**config.mk**
```make
export PLATFORM = sky130hd
export DESIGN_NAME = trap_ctrl
export DESIGN_NICKNAME = d
export VERILOG_FILES = /design/src/rtl/trap_ctrl_pkg.sv /design/src/rtl/trap_ctrl.sv
export SDC_FILE = /design/constraint.sdc
export NUM_CORES = 1
export LEC_CHECK = 0
export BUFFER_PORTS_ARGS = -buffer_cell sky130_fd_sc_hd__buf_2
export CAP_MARGIN = 20
export CORE_UTILIZATION = 39
export CTS_CLUSTER_SIZE = 20
export DETAILED_ROUTE_END_ITERATION = 10
export PLACE_DENSITY = 0.74
export SLEW_MARGIN = 40
export SYNTH_ARGS = -nofsm -noshare
export SYNTH_HDL_FRONTEND = slang
export SYNTH_SLANG_ARGS = --single-unit
```
**constraint.sdc**
```tcl
create_clock -name clk -period 1.63 [get_ports clk]
set_input_delay 0.163 -clock clk [delete_from_list [all_inputs] [get_ports clk]]
set_output_delay 0.163 -clock clk [all_outputs]
set_load 0.03 [all_outputs]
```
**src/rtl/trap_ctrl_pkg.sv**
```systemverilog
// Shared definitions for the machine-mode trap controller: FSM states, mcause codes, MPP encoding.
package trap_ctrl_pkg;

    localparam int unsigned XLEN  = 32;
    localparam int unsigned CNT_W = 4;

    typedef enum logic [1:0] {
        ST_IDLE  = 2'd0,
        ST_ENTER = 2'd1,
        ST_FLUSH = 2'd2
    } trap_state_e;

    typedef enum logic [3:0] {
        EXC_ILLEGAL_INSN     = 4'd2,
        EXC_BREAKPOINT       = 4'd3,
        EXC_LOAD_MISALIGNED  = 4'd4,
        EXC_STORE_MISALIGNED = 4'd6,
        EXC_ECALL_M          = 4'd11
    } exc_code_e;

    typedef enum logic [3:0] {
        IRQ_M_SOFT  = 4'd3,
        IRQ_M_TIMER = 4'd7,
        IRQ_M_EXT   = 4'd11
    } irq_code_e;

    localparam logic [1:0] MPP_MACHINE = 2'b11;

    function automatic logic [XLEN-1:0] word_align(input logic [XLEN-1:0] addr);
        return {addr[XLEN-1:2], 2'b00};
    endfunction

endpackage

```
**src/rtl/trap_ctrl.sv**
```systemverilog
// Machine-mode trap/mret sequencer sitting beside the CSR file in WB.
// Optional vectored interrupt dispatch: define TRAP_CTRL_VECTORED_EN.
module trap_ctrl
    import trap_ctrl_pkg::*;
#(
    parameter int unsigned FLUSH_CYCLES = 2
) (
    input  logic            clk,
    input  logic            rst,
    input  logic            software_interrupt,
    input  logic            timer_interrupt,
    input  logic            external_interrupt,
    input  logic            debug_interrupt,
    input  logic            wb_valid,
    input  logic [31:0]     wb_pc,
    input  logic            wb_exception,
    input  logic [3:0]      wb_exc_code,
    input  logic [31:0]     wb_tval,
    input  logic            wb_mret,
    input  logic            o_mstatus_mie,
    input  logic            o_mstatus_mpie,
    input  logic [29:0]     o_mtvec_base,
    input  logic [1:0]      o_mtvec_mode,
    input  logic [31:0]     o_mepc_value,
    output logic            trap,
    output logic [30:0]     i_mcause_exception_code,
    output logic            i_mcause_interrupt,
    output logic [31:0]     i_mepc_value,
    output logic            i_mstatus_mie,
    output logic            i_mstatus_mpie,
    output logic [1:0]      i_mstatus_mpp,
    output logic [31:0]     i_mtval_value,
    output logic            mret_restore,
    output logic            wb_kill,
    output logic            flush,
    output logic            redirect_valid,
    output logic [31:0]     redirect_pc
);

    trap_state_e      r_state, w_state_nxt;
    logic [CNT_W-1:0] r_cnt, w_cnt_nxt;
    logic             r_pend_sw, r_pend_tm, r_pend_ext;

    logic             r_trap, w_trap_nxt;
    logic [30:0]      r_cause, w_cause_nxt;
    logic             r_intr, w_intr_nxt;
    logic [31:0]      r_mepc, w_mepc_nxt;
    logic             r_mie, w_mie_nxt;
    logic             r_mpie, w_mpie_nxt;
    logic [1:0]       r_mpp, w_mpp_nxt;
    logic [31:0]      r_mtval, w_mtval_nxt;
    logic             r_mret, w_mret_nxt;
    logic             r_flush, w_flush_nxt;
    logic             r_rv, w_rv_nxt;
    logic [31:0]      r_rpc, w_rpc_nxt;

    logic             w_exc_evt, w_mret_evt, w_int_evt;
    logic [3:0]       w_irq_code;
    logic [31:0]      w_base_pc, w_int_pc;
    logic             w_unused_ok;

    assign w_exc_evt  = wb_valid & wb_exception;
    assign w_mret_evt = wb_valid & ~wb_exception & wb_mret;
    assign w_int_evt  = wb_valid & ~wb_exception & ~wb_mret & o_mstatus_mie
                      & (r_pend_sw | r_pend_tm | r_pend_ext);

    // External outranks software, which outranks timer.
    assign w_irq_code = r_pend_ext ? IRQ_M_EXT  :
                        r_pend_sw  ? IRQ_M_SOFT : IRQ_M_TIMER;

    assign w_base_pc = {o_mtvec_base, 2'b00};
`ifdef TRAP_CTRL_VECTORED_EN
    assign w_int_pc  = (o_mtvec_mode == 2'd1) ? w_base_pc + {26'd0, w_irq_code, 2'b00}
                                               : w_base_pc;
`else
    assign w_int_pc  = w_base_pc;
`endif

    assign w_unused_ok = ^{debug_interrupt, o_mstatus_mpie, o_mtvec_mode};

    // Only a faulting instruction seen while idle loses its register write.
    assign wb_kill = wb_valid & wb_exception & (r_state == ST_IDLE);

    always_comb begin
        w_state_nxt = r_state;
        w_cnt_nxt   = r_cnt;
        w_trap_nxt  = 1'b0;
        w_mret_nxt  = 1'b0;
        w_rv_nxt    = 1'b0;
        w_flush_nxt = 1'b0;
        w_cause_nxt = r_cause;
        w_intr_nxt  = r_intr;
        w_mepc_nxt  = r_mepc;
        w_mie_nxt   = r_mie;
        w_mpie_nxt  = r_mpie;
        w_mpp_nxt   = r_mpp;
        w_mtval_nxt = r_mtval;
        w_rpc_nxt   = r_rpc;
        case (r_state)
            ST_IDLE: begin
                if (w_exc_evt || w_mret_evt || w_int_evt) begin
                    w_state_nxt = ST_ENTER;
                    w_rv_nxt    = 1'b1;
                    w_flush_nxt = 1'b1;
                end
                if (w_exc_evt) begin
                    w_trap_nxt  = 1'b1;
                    w_cause_nxt = 31'(wb_exc_code);
                    w_intr_nxt  = 1'b0;
                    w_mepc_nxt  = word_align(wb_pc);
                    w_mtval_nxt = wb_tval;
                    w_mie_nxt   = 1'b0;
                    w_mpie_nxt  = o_mstatus_mie;
                    w_mpp_nxt   = MPP_MACHINE;
                    w_rpc_nxt   = w_base_pc;
                end else if (w_mret_evt) begin
                    w_mret_nxt  = 1'b1;
                    w_rpc_nxt   = o_mepc_value;
                end else if (w_int_evt) begin
                    w_trap_nxt  = 1'b1;
                    w_cause_nxt = 31'(w_irq_code);
                    w_intr_nxt  = 1'b1;
                    w_mepc_nxt  = word_align(wb_pc + 32'd4);
                    w_mtval_nxt = 32'd0;
                    w_mie_nxt   = 1'b0;
                    w_mpie_nxt  = o_mstatus_mie;
                    w_mpp_nxt   = MPP_MACHINE;
                    w_rpc_nxt   = w_int_pc;
                end
            end
            ST_ENTER: begin
                w_state_nxt = ST_FLUSH;
                w_cnt_nxt   = CNT_W'(FLUSH_CYCLES - 1);
                w_flush_nxt = 1'b1;
            end
            ST_FLUSH: begin
                if (r_cnt == '0) begin
                    w_state_nxt = ST_IDLE;
                end else begin
                    w_cnt_nxt   = r_cnt - CNT_W'(1);
                    w_flush_nxt = 1'b1;
                end
            end
            default: begin
                w_state_nxt = ST_IDLE;
                w_cnt_nxt   = '0;
            end
        endcase
    end

    always_ff @(posedge clk) begin
        if (rst) begin
            r_state    <= ST_IDLE;
            r_cnt      <= '0;
            r_pend_sw  <= 1'b0;
            r_pend_tm  <= 1'b0;
            r_pend_ext <= 1'b0;
            r_trap     <= 1'b0;
            r_cause    <= '0;
            r_intr     <= 1'b0;
            r_mepc     <= '0;
            r_mie      <= 1'b0;
            r_mpie     <= 1'b0;
            r_mpp      <= '0;
            r_mtval    <= '0;
            r_mret     <= 1'b0;
            r_flush    <= 1'b0;
            r_rv       <= 1'b0;
            r_rpc      <= '0;
        end else begin
            r_state    <= w_state_nxt;
            r_cnt      <= w_cnt_nxt;
            r_pend_sw  <= software_interrupt;
            r_pend_tm  <= timer_interrupt;
            r_pend_ext <= external_interrupt;
            r_trap     <= w_trap_nxt;
            r_cause    <= w_cause_nxt;
            r_intr     <= w_intr_nxt;
            r_mepc     <= w_mepc_nxt;
            r_mie      <= w_mie_nxt;
            r_mpie     <= w_mpie_nxt;
            r_mpp      <= w_mpp_nxt;
            r_mtval    <= w_mtval_nxt;
            r_mret     <= w_mret_nxt;
            r_flush    <= w_flush_nxt;
            r_rv       <= w_rv_nxt;
            r_rpc      <= w_rpc_nxt;
        end
    end

    assign trap                    = r_trap;
    assign i_mcause_exception_code = r_cause;
    assign i_mcause_interrupt      = r_intr;
    assign i_mepc_value            = r_mepc;
    assign i_mstatus_mie           = r_mie;
    assign i_mstatus_mpie          = r_mpie;
    assign i_mstatus_mpp           = r_mpp;
    assign i_mtval_value           = r_mtval;
    assign mret_restore            = r_mret;
    assign flush                   = r_flush;
    assign redirect_valid          = r_rv;
    assign redirect_pc             = r_rpc;

endmodule

```
==> results.toml, run 1 <==
[status]
status = "complete, no violations"

[power_and_ir_drop]
power_frac_clock = 0.437
peakVddDrop_mv = 0.669
swShare = 0.296
power.leakage_uw = 0.00352
switchingPower_uw = 2650
intPower_uw = 6290
power_density_nw_per_um2 = 1130
p_seq_frac = 0.348
pwr-share-comb = 0.215

[worst_hold_path]
hold_class = "input pin to register"
min_to = "i_mtval_value[12]"
min_from = "wb_tval[12]"
holdPathStages = 3

[yosys]
synth_edf_count = 0
syn_avg_cell_area_sq_um = 8.62
ys.flop_type = "dfxtp_1"
yosysUniqueCellTypes = 47
async_flop_share = 0
synth_area_sq_um = 5290
yosys.area.top_type = "dfxtp_1"
ys_warn_count = 0
seq_area_frac_synth = 0.431
netlist_instances = 614
yosysTopAreaCellShare = 0.431
ys_seq_elements = 114
synth_area_leaders = "dfxtp_1, nor2_1, nand2_1"

[placed_design]
dp_hpwl_mm = 9.87
place.port_buffers = 243
gp_congestion = 0.809
placed_cells = 1006
dpl_cell_area_sq_um = 6670

[floorplan]
dieArea_sq_um = 14000
fp.dieH_um = 118
start_util = 0.399
ioPinCount = 280
core_sq_um = 13200
fp-row-count = 42
die_w_um = 118

[timing]
drv_slew = 0
post-route-min-period_ns = 1.56
clock.fmax_ghz = 0.640
setup_viol = 0
finClkSkew_ns = 0.00981
rsz0062_at_grt = "yes"
finalHoldViolCount = 0
period_share = 0.959

[job]
cap_violations = 0

[setup_path]
r2r-end = "i_mtval_value[17]"
cp.required_ns = 1.47
endpoint_kind = "output port"
cp.arrival_ns = 1.40
rr_startpoint = "r_state[0]"
critPathSlowestCell = "dfxtp_2"
crit_type = "register to output port"
cpPeakStageDelay_ns = 0.33
cp_max_fo = 5
rrSetupSlack_ns = 0.08
crit_path_start_kind = "register"
crit_chain = "inv_2 -> ha_4 -> nand3_2 -> clkinv_2 -> buf_12 -> buf_6"
reg2reg_depth = 8

[finish]
final_nets = 1047
fin_area_sq_um = 7890
final_core_util = 0.596
antenna_cells = 0
final_cells = 1086
fillers = 1167
synthToLayoutAreaGrowth_pct = 49.2
layout-drive-gt1-share = 0.387

[clock_tree]
clk_latency_ns = 0.41
cts_buffers = 17
clk_path_buf_depth = 2
cts_tree = "built"
cts.clk_slew.worst_paths_ns = 0.06
root_buffer = "clkbuf_16"
htreeDepth = 4
numClockSinks = 114

[routing]
drc_errors = 0
vias_per_cell = 4.94
vias = 5365
postRouteAntennaNets = 0
wl_per_cell_um = 14.2
totalWireLength_mm = 15.4
drtPass1Iterations = 4
first_iter_violations = 255

[global_route]
grt_pass1_wl_mm = 24.4
grt_max_degree = 56
grt_pass1_vias = 5106
grt_usage = 0.219
overflow = 0
antenna_found_initial = 0
-- stage by stage --
stage / setup slack [ns] / hold slack (ns) / setup TNS (ns) / power [uW]
after floorplan: 0.0315 / 0.291 / 0 / 4370
after global placement: 0.0366 / 0.386 / 0 / 4880
after detailed placement: -0.0328 / 0.388 / -0.0328 / 4910
after CTS: 0.0224 / 0.00000139 / 0 / 8940
after global routing: -0.0252 / 0.00676 / -0.0319 / 9330
final: 0.0670 / 0.0111 / 0 / 8940
-- cells by family (layout without fill, tap and decap cells) --
| group | after synthesis | after routing | share of synthesized area |
|---|---|---|---|
| muxes | 1 | 1 | 0.00189 |
| DFF | 114 | 114 | 0.431 |
| buffers and inverters | 87 | 354 | 0.0918 |
| and+or+nand+nor | 262 | 262 | 0.233 |
| other | 1 | 30 | 0.000709 |
| AOI/OAI and AO/OA | 113 | 113 | 0.176 |
| adders and majority gates | 7 | 7 | 0.0166 |
| xor gates and xnor gates | 29 | 29 | 0.0480 |
-- cell usage after synthesis, types with 3 or more instances --
master,instances
nor4_2,7
nor2b_1,6
xnor2_1,23
inv_1,9
ha_1,7
dfxtp_1,114
a211oi_2,10
a21oi_1,10
nor3_1,14
nor3_2,3
nand3_1,16
nor2_1,115
and4_1,5
clkbuf_1,25
buf_4,33
nand2_1,79
buf_2,16
nand4_1,3
a211oi_1,18
a22oi_1,32
xor2_1,6
a311oi_1,33
-- placed cells by master, fill, tap and decap left out, types with 4 or more instances in the layout --
master         instances
buf_2                241
a21oi_1               10
conb_1                30
bufinv_16              4
nor2b_1                5
nor4_2                 7
nand3_1               15
dlygate4sd3_1         39
a22oi_1               28
a22oi_2                4
inv_1                  7
clkinv_2               4
clkbuf_16             18
a311oi_1              32
a211oi_2              13
dfxtp_1              112
a211oi_1              15
ha_1                   6
buf_12                 9
xor2_1                 6
xnor2_1               23
nand2_1               79
nor3_1                14
nor2_1               114
and4_1                 5
buf_4                 19
-- layout make-up --
class,instances,area (sq um),area share
Inverter,10,38.8,0.00491
Clock buffer,19,433,0.0549
Multi-Input combinational cell,442,2730,0.346
Timing Repair Buffer,312,2000,0.253
Tap cell,176,220,0.0279
Clock inverter,13,184,0.0233
Sequential cell,114,2280,0.289
-- repair_timing --
item / 4_1_cts / 5_1_grt
hold endpoints to repair: 36 / 0
pin swaps: 0 / 8
setup buffers: 3 / 4
setup endpoints to repair: 5 / 55
cloned: 1 / 1
hold buffers: 39 / 0
resized for setup: 9 / 15
-- state kept, by name, indices dropped and copies added, names as in the netlist --
register                 flops
i_mcause_interrupt           1
i_mstatus_mpie               1
trap                         1
r_pend_ext                   1
i_mepc_value                30
redirect_pc                 32
redirect_valid               1
r_cnt                        4
mret_restore                 1
flush                        1
i_mstatus_mpp                1
r_pend_sw                    1
i_mcause_exception_code      4
r_state                      2
i_mtval_value               32
r_pend_tm                    1
-- critical path, delay by kind of cell (launching register included) --
| family | cells | cell delay (ns) |
|---|---|---|
| fa+ha+maj | 1 | 0.17 |
| buf+inv | 4 | 0.41 |
| flops | 1 | 0.33 |
| simple gates | 1 | 0.08 |
-- layer usage --
| metal | global-route usage | vias to the layer above | share of wire |
|---|---|---|---|
| met2 | 0.362 | 200 | 0.48 |
| met3 | 0.0652 | 32 | 0.065 |
| met1 | 0.260 | 2482 | 0.42 |
| met4 | 0.101 | 0 | 0.027 |
| li1 | - | 2651 | - |
| met5 | 0 | - | 0 |
-- power by group through the flow --
stage / combinational (uW) / sequential (uW) / clock (uW)
detailed placement: 1740 / 3170 / 0
CTS: 1860 / 3110 / 3970
finish: 1920 / 3110 / 3910
floorplan: 777 / 3590 / 0
global route: 2070 / 3140 / 4110
global placement: 1720 / 3160 / 0
-- how the worst max path moves through the flow --
stage | cells past startpoint | to | startpoint | slack [ns]
3_3_place_gp | 6 | i_mcause_exception_code[2] | r_pend_sw | 0.04
2_1_floorplan | 8 | i_mtval_value[25] | r_state[0] | 0.03
3_5_place_dp | 7 | i_mepc_value[11] | wb_valid | -0.03
6_report | 6 | wb_kill | r_state[0] | 0.07
5_1_grt | 6 | i_mepc_value[14] | r_pend_sw | -0.03
4_1_cts | 6 | i_mtval_value[25] | r_pend_sw | 0.02
Power figures use the tool's default switching activity.
==> inputs of run 2 (changes only) <==
--- a/config.mk
+++ b/config.mk
@@ -7,10 +7,10 @@
 export LEC_CHECK = 0
 export BUFFER_PORTS_ARGS = -buffer_cell sky130_fd_sc_hd__buf_2
 export CAP_MARGIN = 20
-export CORE_UTILIZATION = 39
+export CORE_UTILIZATION = 41
 export CTS_CLUSTER_SIZE = 20
 export DETAILED_ROUTE_END_ITERATION = 10
-export PLACE_DENSITY = 0.74
+export PLACE_DENSITY = 0.77
 export SLEW_MARGIN = 40
 export SYNTH_ARGS = -nofsm -noshare
 export SYNTH_HDL_FRONTEND = slang
==> run 2 against run 1 <==
Core utilization grew 5.4 points. Sequential share of layout area shrank 1.1 points. Routed wire length grew 4.3%. Die area shrank 4.8%. Combinational power grew 4%. Clock power shrank 5%. Sequential power is essentially flat. Maximum frequency shrank 1.5%.
==> results.toml, run 2 (synthesized netlist as in run 1, its figures left out) <==
[setup_path]
endpoint_kind = "register"
crit_type = "register to register"
critPathSlowestCell = "o311a_2"
crit_chain = "o31a_1 -> o311a_2 -> buf_12 -> a311oi_1"
rrSetupSlack_ns = 0.04
cp.arrival_ns = 1.90
r2r-end = "redirect_pc[19]"
cp.required_ns = 1.95
rr_startpoint = "r_pend_sw"
reg2reg_depth = 4
cpPeakStageDelay_ns = 0.40
crit_path_start_kind = "register"
cp_max_fo = 50

[floorplan]
dieArea_sq_um = 13400
ioPinCount = 280
fp.dieH_um = 116
start_util = 0.419
fp-row-count = 41
core_sq_um = 12600
die_w_um = 116

[routing]
wl_per_cell_um = 14.5
first_iter_violations = 346
vias_per_cell = 4.96
totalWireLength_mm = 16.1
drc_errors = 0
postRouteAntennaNets = 0
vias = 5515
drtPass1Iterations = 5

[power_and_ir_drop]
switchingPower_uw = 2680
pwr-share-comb = 0.225
intPower_uw = 6160
swShare = 0.303
power_density_nw_per_um2 = 1080
power_frac_clock = 0.421
p_seq_frac = 0.353
power.leakage_uw = 0.00363
peakVddDrop_mv = 0.762

[placed_design]
gp_congestion = 0.824
dp_hpwl_mm = 9.87
place.port_buffers = 243
dpl_cell_area_sq_um = 6640
dp_slack_ns = -0.0338

[finish]
fin_area_sq_um = 8210
final_nets = 1076
layout-drive-gt1-share = 0.378
synthToLayoutAreaGrowth_pct = 55.1
layout_commonest_cell = "buf_2"
final_cell_mix = "buf_2, nor2_1, dfxtp_1"
antenna_cells = 0

[clock_tree]
cts_tree = "built"
clk_latency_ns = 0.41
cts_buffers = 17
numClockSinks = 114
cts.clk_slew.worst_paths_ns = 0.06
clk_path_buf_depth = 2
root_buffer = "clkbuf_16"
htreeDepth = 4

[timing]
period_share = 0.973
rsz0062_at_grt = "yes"
finClkSkew_ns = 0.00718
clock.fmax_ghz = 0.630
drv_slew = 0
setup_viol = 0
setup_ws_ns = 0.0432
post-route-min-period_ns = 1.59
finalHoldViolCount = 0

[global_route]
overflow = 0
grt_max_degree = 51
grt_pass1_wl_mm = 23.7
grt_pass1_vias = 4973
antenna_found_initial = 0
grt_usage = 0.231

[job]
cap_violations = 0

[worst_hold_path]
hold_class = "input pin to register"
min_to = "i_mtval_value[23]"
holdPathStages = 3
min_from = "wb_tval[23]"

[status]
status = "complete, no violations"
-- run 2: critical path: cells and delay by family, from the launching register on --
family / cells / cell delay [ns]
flip-flops: 1 / 0.32
buffers and inverters: 1 / 0.20
AO/OA/AOI/OAI: 3 / 0.96
-- run 2: layout make-up --
class	instances	area [sq um]
clock inverters	11	128
inverters	10	42.5
clock buffers	21	470
fillers	1012	4410
multi-input cells	442	2760
flip-flops and latches	114	2290
well taps	172	215
repair buffers	341	2300
-- run 2: what timing repair did --
action,in CTS,in global routing
setup buffers,2,1
hold buffers,75,0
pin swaps,1,3
gates cloned,1,1
setup endpoints to repair,5,39
hold endpoints to repair,57,0
resized for setup,12,20
-- run 2: power by group through the flow --
stage	clock network, uW	registers, uW	logic, uW
after floorplan	0	3590	777
after global placement	0	3170	1710
after detailed placement	0	3170	1730
after CTS	3810	3120	1910
after global routing	3920	3150	2140
final	3720	3120	1990
-- run 2: worst max path at each step --
| stage | startpoint | to | slack (ns) | cells past startpoint |
|---|---|---|---|---|
| floorplan | r_state[0] | i_mtval_value[25] | 0.03 | 8 |
| global placement | r_pend_ext | i_mcause_exception_code[2] | 0.06 | 6 |
| detailed placement | r_pend_ext | i_mepc_value[12] | -0.03 | 6 |
| CTS | r_state[0] | wb_kill | 0.02 | 6 |
| global route | r_pend_sw | redirect_pc[1] | -0.03 | 6 |
| finish | r_pend_sw | redirect_pc[19] | 0.04 | 4 |
-- run 2: per-layer routing --
layer  global-route usage  part of all wire
met3               0.0581             0.061
met2                0.396              0.49
met4                0.126             0.029
met5                    0                 0
met1                0.263              0.42
-- run 2: through the flow --
step / setup TNS, ns / power (uW) / std cells / hold WS, ns / utilization
final: 0 / 8830 / 1111 / 0.0175 / 0.650
after global routing: -0.0557 / 9210 / 1111 / 0.00781 / 0.650
after CTS: 0 / 8840 / 1109 / 0.000242 / 0.640
after detailed placement: -0.0338 / 4900 / 999 / 0.394 / 0.526
after global placement: 0 / 4870 / 999 / 0.383 / 0.526
after floorplan: 0 / 4370 / 643 / 0.291 / -
